[src/rtl/half_pkg.sv]
// Shared definitions for the halved-sample expander: widths, mode codes,
// header payload and the reconstruction function (also used by encoder models).
package half_pkg;

  localparam int unsigned Q_W   = 4;
  localparam int unsigned X_W   = 5;
  localparam int unsigned IDX_W = 2;

  localparam logic MODE_FLOOR = 1'b0;
  localparam logic MODE_CEIL  = 1'b1;

  typedef enum logic {
    ST_HDR  = 1'b0,
    ST_DATA = 1'b1
  } state_e;

  typedef struct packed {
    logic [Q_W-1:0] res;
    logic           mode;
  } hdr_t;

  // x = 2q +/- r, wrapping modulo 2^X_W; {q,0} is the sign-extended 2q.
  function automatic logic [X_W-1:0] recon(input logic [Q_W-1:0] q,
                                           input logic           r,
                                           input logic           m);
    logic [X_W-1:0] dbl;
    dbl = {q, 1'b0};
    return (m == MODE_CEIL) ? dbl - X_W'(r) : dbl + X_W'(r);
  endfunction

endpackage

[src/rtl/half_out_slot.sv]
// Single-entry registered valid/ready output slot, no bypass path.
module half_out_slot
  import half_pkg::*;
(
  input  logic           clk,
  input  logic           rst_n,
  input  logic           load_i,
  input  logic [X_W-1:0] load_data_i,
  input  logic           out_ready_i,
  output logic           out_valid_o,
  output logic [X_W-1:0] out_data_o
);

  logic           valid_q, valid_d;
  logic [X_W-1:0] data_q, data_d;

  // A load wins over a drain; data holds otherwise.
  always_comb begin
    valid_d = valid_q;
    data_d  = data_q;
    if (load_i) begin
      valid_d = 1'b1;
      data_d  = load_data_i;
    end else if (valid_q && out_ready_i) begin
      valid_d = 1'b0;
    end
  end

  always_ff @(posedge clk or negedge rst_n) begin
    if (!rst_n) begin
      valid_q <= 1'b0;
      data_q  <= '0;
    end else begin
      valid_q <= valid_d;
      data_q  <= data_d;
    end
  end

  assign out_valid_o = valid_q;
  assign out_data_o  = data_q;

endmodule

[src/rtl/half_expand.sv]
// Framed nibble decoder: one residual header nibble then FRAME_LEN quotient
// nibbles, each rebuilt into a 5-bit signed sample.
module half_expand
  import half_pkg::*;
#(
  parameter int unsigned FRAME_LEN = 4
) (
  input  logic           clk,
  input  logic           rst_n,
  input  logic           mode,
  input  logic           in_valid,
  output logic           in_ready,
  input  logic           in_sof,
  input  logic [Q_W-1:0] in_data,
  output logic           out_valid,
  input  logic           out_ready,
  output logic [X_W-1:0] out_data,
  output logic           frame_err
);

  state_e           state_q, state_d;
  logic [IDX_W-1:0] idx_q, idx_d;
  hdr_t             hdr_q, hdr_d;
  logic             err_q, err_d;
  logic             live_q;
  logic             acc_c;
  logic             load_c;
  logic [X_W-1:0]   x_c;

  // Headers never fill the slot, so they are always accepted once out of reset.
  assign in_ready = live_q & ((state_q == ST_HDR) | ~out_valid | out_ready);
  assign acc_c    = in_valid & in_ready;
  assign x_c      = recon(in_data, hdr_q.res[idx_q], hdr_q.mode);

  always_comb begin
    state_d = state_q;
    idx_d   = idx_q;
    hdr_d   = hdr_q;
    err_d   = 1'b0;
    load_c  = 1'b0;
    if (acc_c) begin
      if (in_sof) begin
        // A header inside DATA abandons the old frame and restarts.
        hdr_d   = '{res: in_data, mode: mode};
        idx_d   = '0;
        state_d = ST_DATA;
        err_d   = (state_q == ST_DATA);
      end else if (state_q == ST_HDR) begin
        err_d = 1'b1;
      end else begin
        load_c = 1'b1;
        idx_d  = idx_q + IDX_W'(1);
        if (idx_q == IDX_W'(FRAME_LEN - 1)) state_d = ST_HDR;
      end
    end
  end

  always_ff @(posedge clk or negedge rst_n) begin
    if (!rst_n) begin
      state_q <= ST_HDR;
      idx_q   <= '0;
      hdr_q   <= '0;
      err_q   <= 1'b0;
      live_q  <= 1'b0;
    end else begin
      state_q <= state_d;
      idx_q   <= idx_d;
      hdr_q   <= hdr_d;
      err_q   <= err_d;
      live_q  <= 1'b1;
    end
  end

  assign frame_err = err_q;

  half_out_slot u_slot (
    .clk         (clk),
    .rst_n       (rst_n),
    .load_i      (load_c),
    .load_data_i (x_c),
    .out_ready_i (out_ready),
    .out_valid_o (out_valid),
    .out_data_o  (out_data)
  );

endmodule

[config.mk]
export PLATFORM = sky130hd
export DESIGN_NAME = half_expand
export DESIGN_NICKNAME = d
export VERILOG_FILES = /design/src/rtl/half_pkg.sv /design/src/rtl/half_out_slot.sv /design/src/rtl/half_expand.sv
export SDC_FILE = /design/constraint.sdc
export NUM_CORES = 1
export LEC_CHECK = 0
export BUFFER_PORTS_ARGS = -buffer_cell sky130_fd_sc_hd__buf_2
export CAP_MARGIN = 20
export CORE_UTILIZATION = 50
export DETAILED_ROUTE_END_ITERATION = 8
export GPL_ROUTABILITY_DRIVEN = 0
export MAX_ROUTING_LAYER = met4
export PLACE_DENSITY = 0.81
export SYNTH_ARGS = -nofsm -noshare
export SYNTH_HDL_FRONTEND = slang
export SYNTH_SLANG_ARGS = --single-unit
[constraint.sdc]
create_clock -name clk -period 2.4 [get_ports clk]
set_input_delay 0.48 -clock clk [delete_from_list [all_inputs] [get_ports clk]]
set_output_delay 0.48 -clock clk [all_outputs]
set_load 0.01 [all_outputs]
* Word-level counts from Yosys, hierarchy flattened *
Index checks and enable logic that the tools add are counted.

word-level totals
  bits of input ports = 10
  register bits = 16

cells by class
  equal/unequal tests = 1
  add/subtract/negate cells = 3
  $lt $le $gt $ge = 1
  multiplexer cells = 16
  reduce and logical (&&, ||, !) cells = 5
  bitwise gates (word level) = 6

operator list
  operator             number
  $mux 1               12
  $add 5x1->5          1
  $mux 5               1
  $sub 5x1->5          1
  $mux 2               2
  $reduce_and 2->1     2
  $reduce_bool 2->1    2
  $lt 2x3->1 const B   1
  $add 2x1->2 const B  1
  $and 1x1->1          2
  $bmux 1 s2           1
  $eq 2x2->1 const B   1
  $not 1->1            2
  $or 1x1->1           2
  $logic_and 1x1->1    1

* Logic depth before layout (Yosys ltp) *
Gate-level depths: netlist of the first run.

  depth after elaboration = 7
  mapped depth = 6
  mapped depth without buffers = 6

* Cells and area by module *
A second synthesis of the first run with hierarchy kept.

unflattened totals
  cells, all modules = 59
  area total of the unflattened synthesis = 805.8 um^2

modules (own cells, without submodules)
  module         times used  area each (um^2)  cells an instance  sequential area each (um^2)
  half_expand    1           556.8             45                 250.2
  half_out_slot  1           249.0             14                 150.1

* Least setup slack after synthesis of the first run *
OpenSTA, ideal clock, no wires.

  kind = flip-flop to flip-flop
  from = register idx_q[0]
  to = register u_slot.data_q[4], in the netlist u_slot.out_data_o[4]
  slack = 0.650 ns
  stages on the path, launching flop included = 7
  data arrival time = 1.625 ns
  period minus slack after synthesis = 1.750 ns
  buffers on the path = 0
  path through = dfrtp_1 -> mux4_2 -> ha_1 -> nand2_1 -> nor3_1 -> xor2_1 -> mux2_2

on the way
  longest elaborated chain between the ends = 4

ends and longest elaborated chain
  item                                        line                 RTL
  from (decl)                                 half_expand.sv:22    logic [IDX_W-1:0] idx_q, idx_d;
  from (signal assigned)                      half_expand.sv:67    idx_q <= idx_d;
  $bmux 1 s2 *                                half_expand.sv:33    assign x_c = recon(in_data, hdr_q.res[idx_q], hdr_q.mode);
  $mux 1 (not written as such) *              half_expand.sv:33
  $add 5x1->5 or $sub 5x1->5 (tied branches)  half_pkg.sv:28       return (m == MODE_CEIL) ? dbl - X_W'(r) : dbl + X_W'(r);
  $mux 5 *                                    half_pkg.sv:28
  to (signal assigned)                        half_out_slot.sv:35  data_q <= data_d;
  to (decl)                                   half_out_slot.sv:15  logic [X_W-1:0] data_q, data_d;

Mark *: on every way between the ends. The rest lies on a longest branch, timed or not. The select of a mux whose other input is x is not followed.
A chain may end at the register's enable or synchronous reset.

* Worst setup path in the final report of the first run *
Same ends and word-level chain as after synthesis.

==> impl_metrics.py, run 1 <==
metrics = {
    "floorplanning": {
        "io_pins": 18,
        "die_area_um2": 1658,
        "die_y_um": 40.72,
        "die_width_um": 40.72,
        "placementRows": 13,
        "start_util_pct": 55.51,
        "core_area_um2": 1350,
    },
    "synthesis": {
        "yosysTopAreaCellShare_pct": 53.42,
        "synth_area_leaders": "dfrtp_1 53%, mux2_2 17%, ha_1 6.7%",
        "seq_area_frac_synth_pct": 53.42,
        "avgSynthCellArea_um2": 12.49,
        "syn_inst": 60,
        "synth.cell_area_um2": 749.5,
        "yosys.area.top_type": "dfrtp_1",
        "ys_seq_elements": 16,
        "syn_nets": 74,
        "yosys_warnings": 0,
        "synth.distinct_cells": 21,
    },
    "worst_setup_path": {
        "worstReg2RegStart": "idx_q[0]",
        "cp.arrival_ps": 2030,
        "ff2ff_setup_slack_ps": 550,
        "crit_fanout": 4,
        "reg2reg_depth": 6,
        "cp-start-kind": "register",
        "worstSetupEndpointType": "register",
        "startpoint": "idx_q[0]",
        "crit_required_ps": 2580,
        "path_class": "register to register",
        "r2r_end": "u_slot.out_data_o[4]",
        "critPathCapture": "u_slot.out_data_o[4]",
    },
    "route": {
        "wirelength_um": 1225,
        "drt_iter0_markers": 7,
        "drt_pass1_iterations": 4,
        "wl_per_cell_um": 12.76,
        "vias": 507,
        "drt_drc_violations_left": 0,
        "viasPerCell": 5.281,
        "ant_nets": 0,
    },
    "global_route": {
        "grt_max_degree": 17,
        "grt_use_total_pct": 18.88,
        "antenna_found_initial": 0,
        "grt_pass1_vias": 468,
        "grt_first_pass_wirelength_um": 1897,
        "globalRoute.totalOverflow": 0,
    },
    "power": {
        "p_leak_nw": 0.4428,
        "total_power_mw": 0.8414,
        "max-vdd-ir-drop_mv": 0.5194,
        "power.density_nw_per_um2": 945.8,
    },
    "cts": {
        "ctsLongestPathBuffers": 2,
        "cts_max_level": 1,
        "cts_sinks": 16,
        "cts_buffers": 3,
        "hold_buffers": 0,
        "cts_setup_buffers": 0,
        "cts_resized": 0,
        "insertion_delay_ps": 290,
        "root_buffer": "clkbuf_4",
        "path_clk_slew_ps": 100,
        "cts_tree": "yes",
    },
    "timing": {
        "finalCritPeriodShare_pct": 77.10,
        "setup_ws_ps": 549.5,
        "setup_viol": 0,
        "skew_ps": 5.477,
        "finalHoldViolCount": 0,
        "setup_tns_ps": 0,
        "fmaxAchievable_mhz": 540.4,
        "rsz0062_at_grt": "no",
        "min_period_ps": 1850,
        "slew_viol_final": 0,
    },
    "run": {
        "drv_cap": 0,
    },
    "placed_design": {
        "io_buffers": 17,
        "dpl.hpwl_um": 932.3,
        "post-place-cells": 92,
        "place_ws_ps": 555.9,
    },
    "final_layout": {
        "antenna_cells": 0,
        "final_util_pct": 65.89,
        "area_growth_pct": 18.70,
        "nets": 96,
        "layout-drive-gt1-share_pct": 43.21,
        "fillers": 101,
        "fin_cells": 96,
    },
    "outcome": {
        "status": "complete, no violations",
    },
    "worst_hold_path": {
        "worstHoldPathType": "input port to async pin",
    },
}
==> registers in the layout, summed over array words and instances (netlist names) <==
name	flops
frame_err	1
hdr_q	5
idx_q	2
live_q	1
state_q	1
u_slot.out_data_o	5
u_slot.out_valid_o	1
==> worst min-delay path by stage <==
stage / end / cells past startpoint / slack (ps)
6_report: u_slot.out_data_o[0] / 1 / 70
5_1_grt: hdr_q[1] / 1 / 90
3_5_place_dp: frame_err / 1 / 410
4_1_cts: u_slot.out_data_o[0] / 1 / 90
3_3_place_gp: u_slot.out_valid_o / 1 / 410
2_1_floorplan: frame_err / 0 / 180
==> logic make-up after synthesis <==
kind of cell             Yosys count  synth area share, %
other                              1               0.5004
buffers and inverters              4                2.003
adder cells (fa/ha/maj)            4                6.678
XOR/XNOR                           3                3.506
AND/OR/NAND/NOR                   15                10.18
AO/OA/AOI/OAI                      5                4.174
flip-flops                        16                53.42
multiplexers                      12                19.53
==> critical path, cell delays in order, from the launching register on <==
cell	delay, ps
dfrtp_1	420
mux4_2	570
ha_1	200
nand2_1	90
nor3_1	60
xor2_1	140
mux2_2	260
==> layer usage <==
layer	track usage (%)	part of all wire, %	vias to the layer above
met5	-	0	-
met4	7.500	1.7	0
met3	4.891	3.9	2
met2	30.95	49	18
met1	22.03	45	243
li1	-	-	244
==> cells in the final DEF, fill, tap and decap left out <==
cell      synthesis  routed
a21oi_1           1       1
a31o_2            1       1
and2_0            1       1
and2_1            1       1
and3_1            1       1
buf_2             0      17
clkbuf_4          0       3
clkbuf_8          0       1
conb_1            1       1
dfrtp_1          16      16
ha_1              4       4
inv_1             4       4
mux2_2           11      11
mux4_2            1       1
nand2_1           3       3
nand3_1           1       1
nand3_2           1       1
nand3b_1          1       1
nor2_1            5       5
nor3_1            1       1
o21a_1            1       1
o21ai_0           2       2
xnor2_1           2       2
xor2_1            1       1
==> report_power, final <==
part | leakage, nW | total (mW) | internal (mW) | switching (mW)
logic | 0.230 | 0.257 | 0.143 | 0.114
clock network | 0.0210 | 0.179 | 0.0924 | 0.0869
registers | 0.191 | 0.405 | 0.352 | 0.0524
==> cell usage after synthesis <==
| library cell | count |
|---|---|
| dfrtp_1 | 16 |
| mux2_2 | 11 |
| nor2_1 | 5 |
| ha_1 | 4 |
| inv_1 | 4 |
| nand2_1 | 3 |
| o21ai_0 | 2 |
| xnor2_1 | 2 |
| a21oi_1 | 1 |
| a31o_2 | 1 |
| and2_0 | 1 |
| and2_1 | 1 |
| and3_1 | 1 |
| conb_1 | 1 |
| mux4_2 | 1 |
| nand3_1 | 1 |
| nand3_2 | 1 |
| nand3b_1 | 1 |
| nor3_1 | 1 |
| o21a_1 | 1 |
| xor2_1 | 1 |
==> area by class of cell <==
type	count	area, µm²	area share (%)
Sequential cell	16	400.4	45.01
Timing Repair Buffer	17	85.08	9.564
Clock buffer	4	36.28	4.079
Multi-Input combinational cell	40	334.1	37.55
Inverter	4	15.01	1.688
Tap cell	15	18.77	2.110
==> metrics by stage <==
| step | hold slack (ps) | cell area (µm²) |
|---|---|---|
| CTS | 88.28 | 889.6 |
| global route | 93.37 | 889.6 |
| detailed placement | 407.6 | 853.3 |
| finish | 74.33 | 889.6 |
| floorplan | 184.4 | 749.5 |
| global placement | 409.9 | 853.3 |
No activity file was read; power rests on OpenSTA's default activity.
==> run 2, diff against run 1 <==
ABC_AREA = 1   (was default)
CORE_UTILIZATION = 46   (was 50)
PLACE_DENSITY = 0.78   (was 0.81)
clock period = 1.6 ns   (was 2.4 ns; I/O delays follow)
==> run 2 against run 1 <==
  * The flow now finishes with violations (design-rule violations)
  * Area after synthesis is 6.7% higher
  * Clock power grew 16%
  * Core utilization shrank 1.7 points
  * Routed wire length rose by 31%
  * Synthesized cell count up 50%
  * Flip-flop and latch count unchanged
  * Cell count is 35% higher
  * Die area increased by 15%
  * Worst setup slack worse by 500 ps
  * Critical path depth is 4 higher
  * Count of clock-buffer cells in the layout is 1 lower
  * Clock skew fell by 4.0 ps
  * Critical path type unchanged
  * Largest cell class unchanged
  * Largest power group unchanged
==> impl_metrics.py, run 2 <==
metrics = {
    "outcome": {
        "status": "finished, violations left",
        "violations": "design-rule violations",
    },
    "synthesis": {
        "synth_edf_count": 0,
        "seq_area_frac_synth_pct": 50.08,
        "synth_top_family_by_area": "simple AND/OR/NAND/NOR gates",
        "yosys.area.top_type": "dfrtp_1",
        "async_flop_share_pct": 100.0,
        "yosysTopAreaCellShare_pct": 50.08,
        "syn_nets": 104,
        "ys_dominant_reg_cell": "dfrtp_1",
        "ys_seq_elements": 16,
        "yosys_warnings": 0,
        "synthXorXnorAreaFrac_pct": 2.191,
        "avgSynthCellArea_um2": 8.884,
        "synthSimpleGateAreaFrac_pct": 28.95,
        "synth_common_cells": "29 x nand2_1, 16 x dfrtp_1, 10 x inv_1",
        "synth-compound-area-share_pct": 6.416,
        "synth_area_leaders": "dfrtp_1 50%, nand2_1 14%, ha_1 6.3%",
        "synth_fa_ha_area_share_pct": 6.260,
        "syn_inst": 90,
        "synth.distinct_cells": 22,
        "synth.cell_area_um2": 799.5,
        "yosysMostFrequentCell": "nand2_1",
        "muxShareOfSynthArea_pct": 0,
    },
    "timing": {
        "fmaxAchievable_mhz": 646.8,
        "rsz0062_at_grt": "yes",
        "slew_viol_final": 0,
        "finalHoldViolCount": 0,
        "finalCritPeriodShare_pct": 96.62,
        "min_period_ps": 1546,
        "skew_ps": 1.447,
        "setup_viol": 0,
        "setup_tns_ps": 0,
    },
    "power": {
        "netSwitchingPower_mw": 0.4419,
        "internal-power_mw": 0.7908,
        "max-vdd-ir-drop_mv": 0.7569,
        "p_leak_nw": 0.5332,
        "power.density_nw_per_um2": 1232,
        "pwr-share-seq_pct": 47.2,
        "power_frac_comb_pct": 36.0,
        "switching_share_pct": 35.85,
        "clockPowerShare_pct": 16.8,
    },
    "worst_setup_path": {
        "worstSetupEndpointType": "register",
        "path_class": "register to register",
        "crit_chain": "inv_2 -> nand2_2 -> nand3_2 -> nand2_2 -> inv_2 -> ha_4 -> nand2_4 -> nor3_4 -> xnor2_1 -> o21ai_2",
        "crit_family": "simple AND/OR/NAND/NOR gates",
        "crit_fanout": 4,
        "critPathMaxStageDelay_ps": 440,
        "cp.arrival_ps": 1720,
        "crit_required_ps": 1780,
        "cp-start-kind": "register",
        "path_buf_inv": 2,
        "worst_path_max_delay_cell": "dfrtp_1",
    },
    "placed_design": {
        "dpl.hpwl_um": 1124,
        "io_buffers": 17,
    },
    "route": {
        "wirelength_um": 1610,
        "vias": 644,
        "ant_nets": 0,
        "drt_iter0_markers": 4,
        "wl_per_cell_um": 12.38,
        "drt_pass1_iterations": 6,
        "drt_drc_violations_left": 1,
        "viasPerCell": 4.954,
    },
    "cts": {
        "cts_tree": "yes",
        "path_clk_slew_ps": 90,
        "cts_sinks": 16,
        "root_buffer": "clkbuf_4",
        "ctsLongestPathBuffers": 2,
        "cts_buffers": 3,
        "insertion_delay_ps": 280,
        "cts_max_level": 1,
    },
    "global_route": {
        "grt_first_pass_wirelength_um": 2366,
        "antenna_found_initial": 0,
        "grt_pass1_vias": 571,
        "grt_max_degree": 17,
        "grt_use_total_pct": 18.17,
        "globalRoute.totalOverflow": 0,
    },
    "floorplanning": {
        "die_width_um": 43.69,
        "placementRows": 14,
        "core_area_um2": 1559,
        "die_area_um2": 1909,
        "io_pins": 18,
        "start_util_pct": 51.28,
        "die_y_um": 43.69,
    },
    "final_layout": {
        "final_cell_mix": "26 x nand2_1, 17 x buf_2, 16 x dfrtp_1",
        "layout-drive-gt1-share_pct": 35.96,
        "antenna_cells": 0,
        "nets": 130,
        "mostFrequentLayoutCell": "nand2_1",
        "final_util_pct": 64.21,
        "fillers": 123,
        "area_growth_pct": 25.20,
    },
    "worst_hold_path": {
        "worstHoldPathType": "input port to register",
    },
    "run": {
        "drv_cap": 0,
    },
}
run 2: changes by cell type in the layout (fill, tap and decap cells not counted), moves of 2 or more:
cell and delta:
o21ai_1 +4, nor2_4 +2, nand3_1 +3, inv_1 +4, nand2_2 +3, inv_2 +4, nand2_1 +23, mux2_2 -11
nor2_1 -3, buf_4 +3, nand3_2 +2
run 2: through the flow:
stage | hold WS (ps) | setup WS [ps] | area, µm² | cells | total power [mW]
floorplan | 24.41 | 220.1 | 799.5 | 90 | 0.7999
global placement | 248.3 | 158.5 | 904.6 | 123 | 0.9116
detailed placement | 248.1 | 72.06 | 904.6 | 123 | 0.9300
CTS | 244.9 | 54.17 | 937.1 | 127 | 1.142
global route | 259.2 | -46.02 | 1001 | 130 | 1.322
finish | 244.0 | 54.03 | 1001 | 130 | 1.233
run 2: power groups by stage:
stage	Sequential [mW]	Clock, mW	Combinational, mW
detailed placement	0.583	0	0.347
CTS	0.576	0.215	0.350
floorplan	0.597	0	0.203
global placement	0.576	0	0.336
finish	0.582	0.207	0.444
global route	0.595	0.233	0.494
run 2: tightest hold or removal path: stages:
cell and delay (ps):
buf_2 70, nand2_1 40, nand2_1 60
run 2: logic make-up (layout without fill, tap and decap cells):
kind of cell	Yosys count	count (layout)
flops	16	16
fa+ha+maj	4	4
xor+xnor	2	2
buf+inv	12	36
other cells	1	1
compound gates	9	9
simple gates	46	46
run 2: final timing paths:
kind / depth (start not counted) / to / slack (ps) / from
max: 10 / u_slot.out_data_o[4] / 50 / idx_q[0]
min: 3 / hdr_q[0] / 240 / mode
max reg2reg: 10 / u_slot.out_data_o[4] / 50 / idx_q[0]
min reg2reg: 2 / u_slot.out_data_o[3] / 490 / u_slot.out_data_o[3]
max in group asynchronous: 2 / u_slot.out_data_o[3] / 880 / rst_n
min in group asynchronous: 2 / hdr_q[3] / 470 / rst_n
run 2: layout make-up:
cell class | instances | area (µm²) | share of cell area (%)
multi-input cells | 62 | 395.4 | 39.50
well taps | 16 | 20.02 | 2.000
clock buffers | 3 | 22.52 | 2.250
flip-flops and latches | 16 | 400.4 | 40.00
repair buffers | 21 | 117.6 | 11.75
inverters | 12 | 45.04 | 4.500
run 2: repair_timing:
| item | in CTS | in global routing |
|---|---|---|
| setup endpoints to repair | 0 | 1 |
| resized for setup | 0 | 11 |
| hold endpoints to repair | 16 | 0 |
| buffers inserted | 0 | 3 |
| hold buffers | 1 | 0 |
run 2: layer usage:
metal | GRT usage [%] | part of all wire (%) | vias to the layer above
met2 | 29.85 | 53 | 17
met1 | 20.75 | 41 | 291
met4 | 3.750 | 0.87 | 0
met5 | - | 0 | -
met3 | 7.500 | 4.8 | 2
li1 | - | - | 334
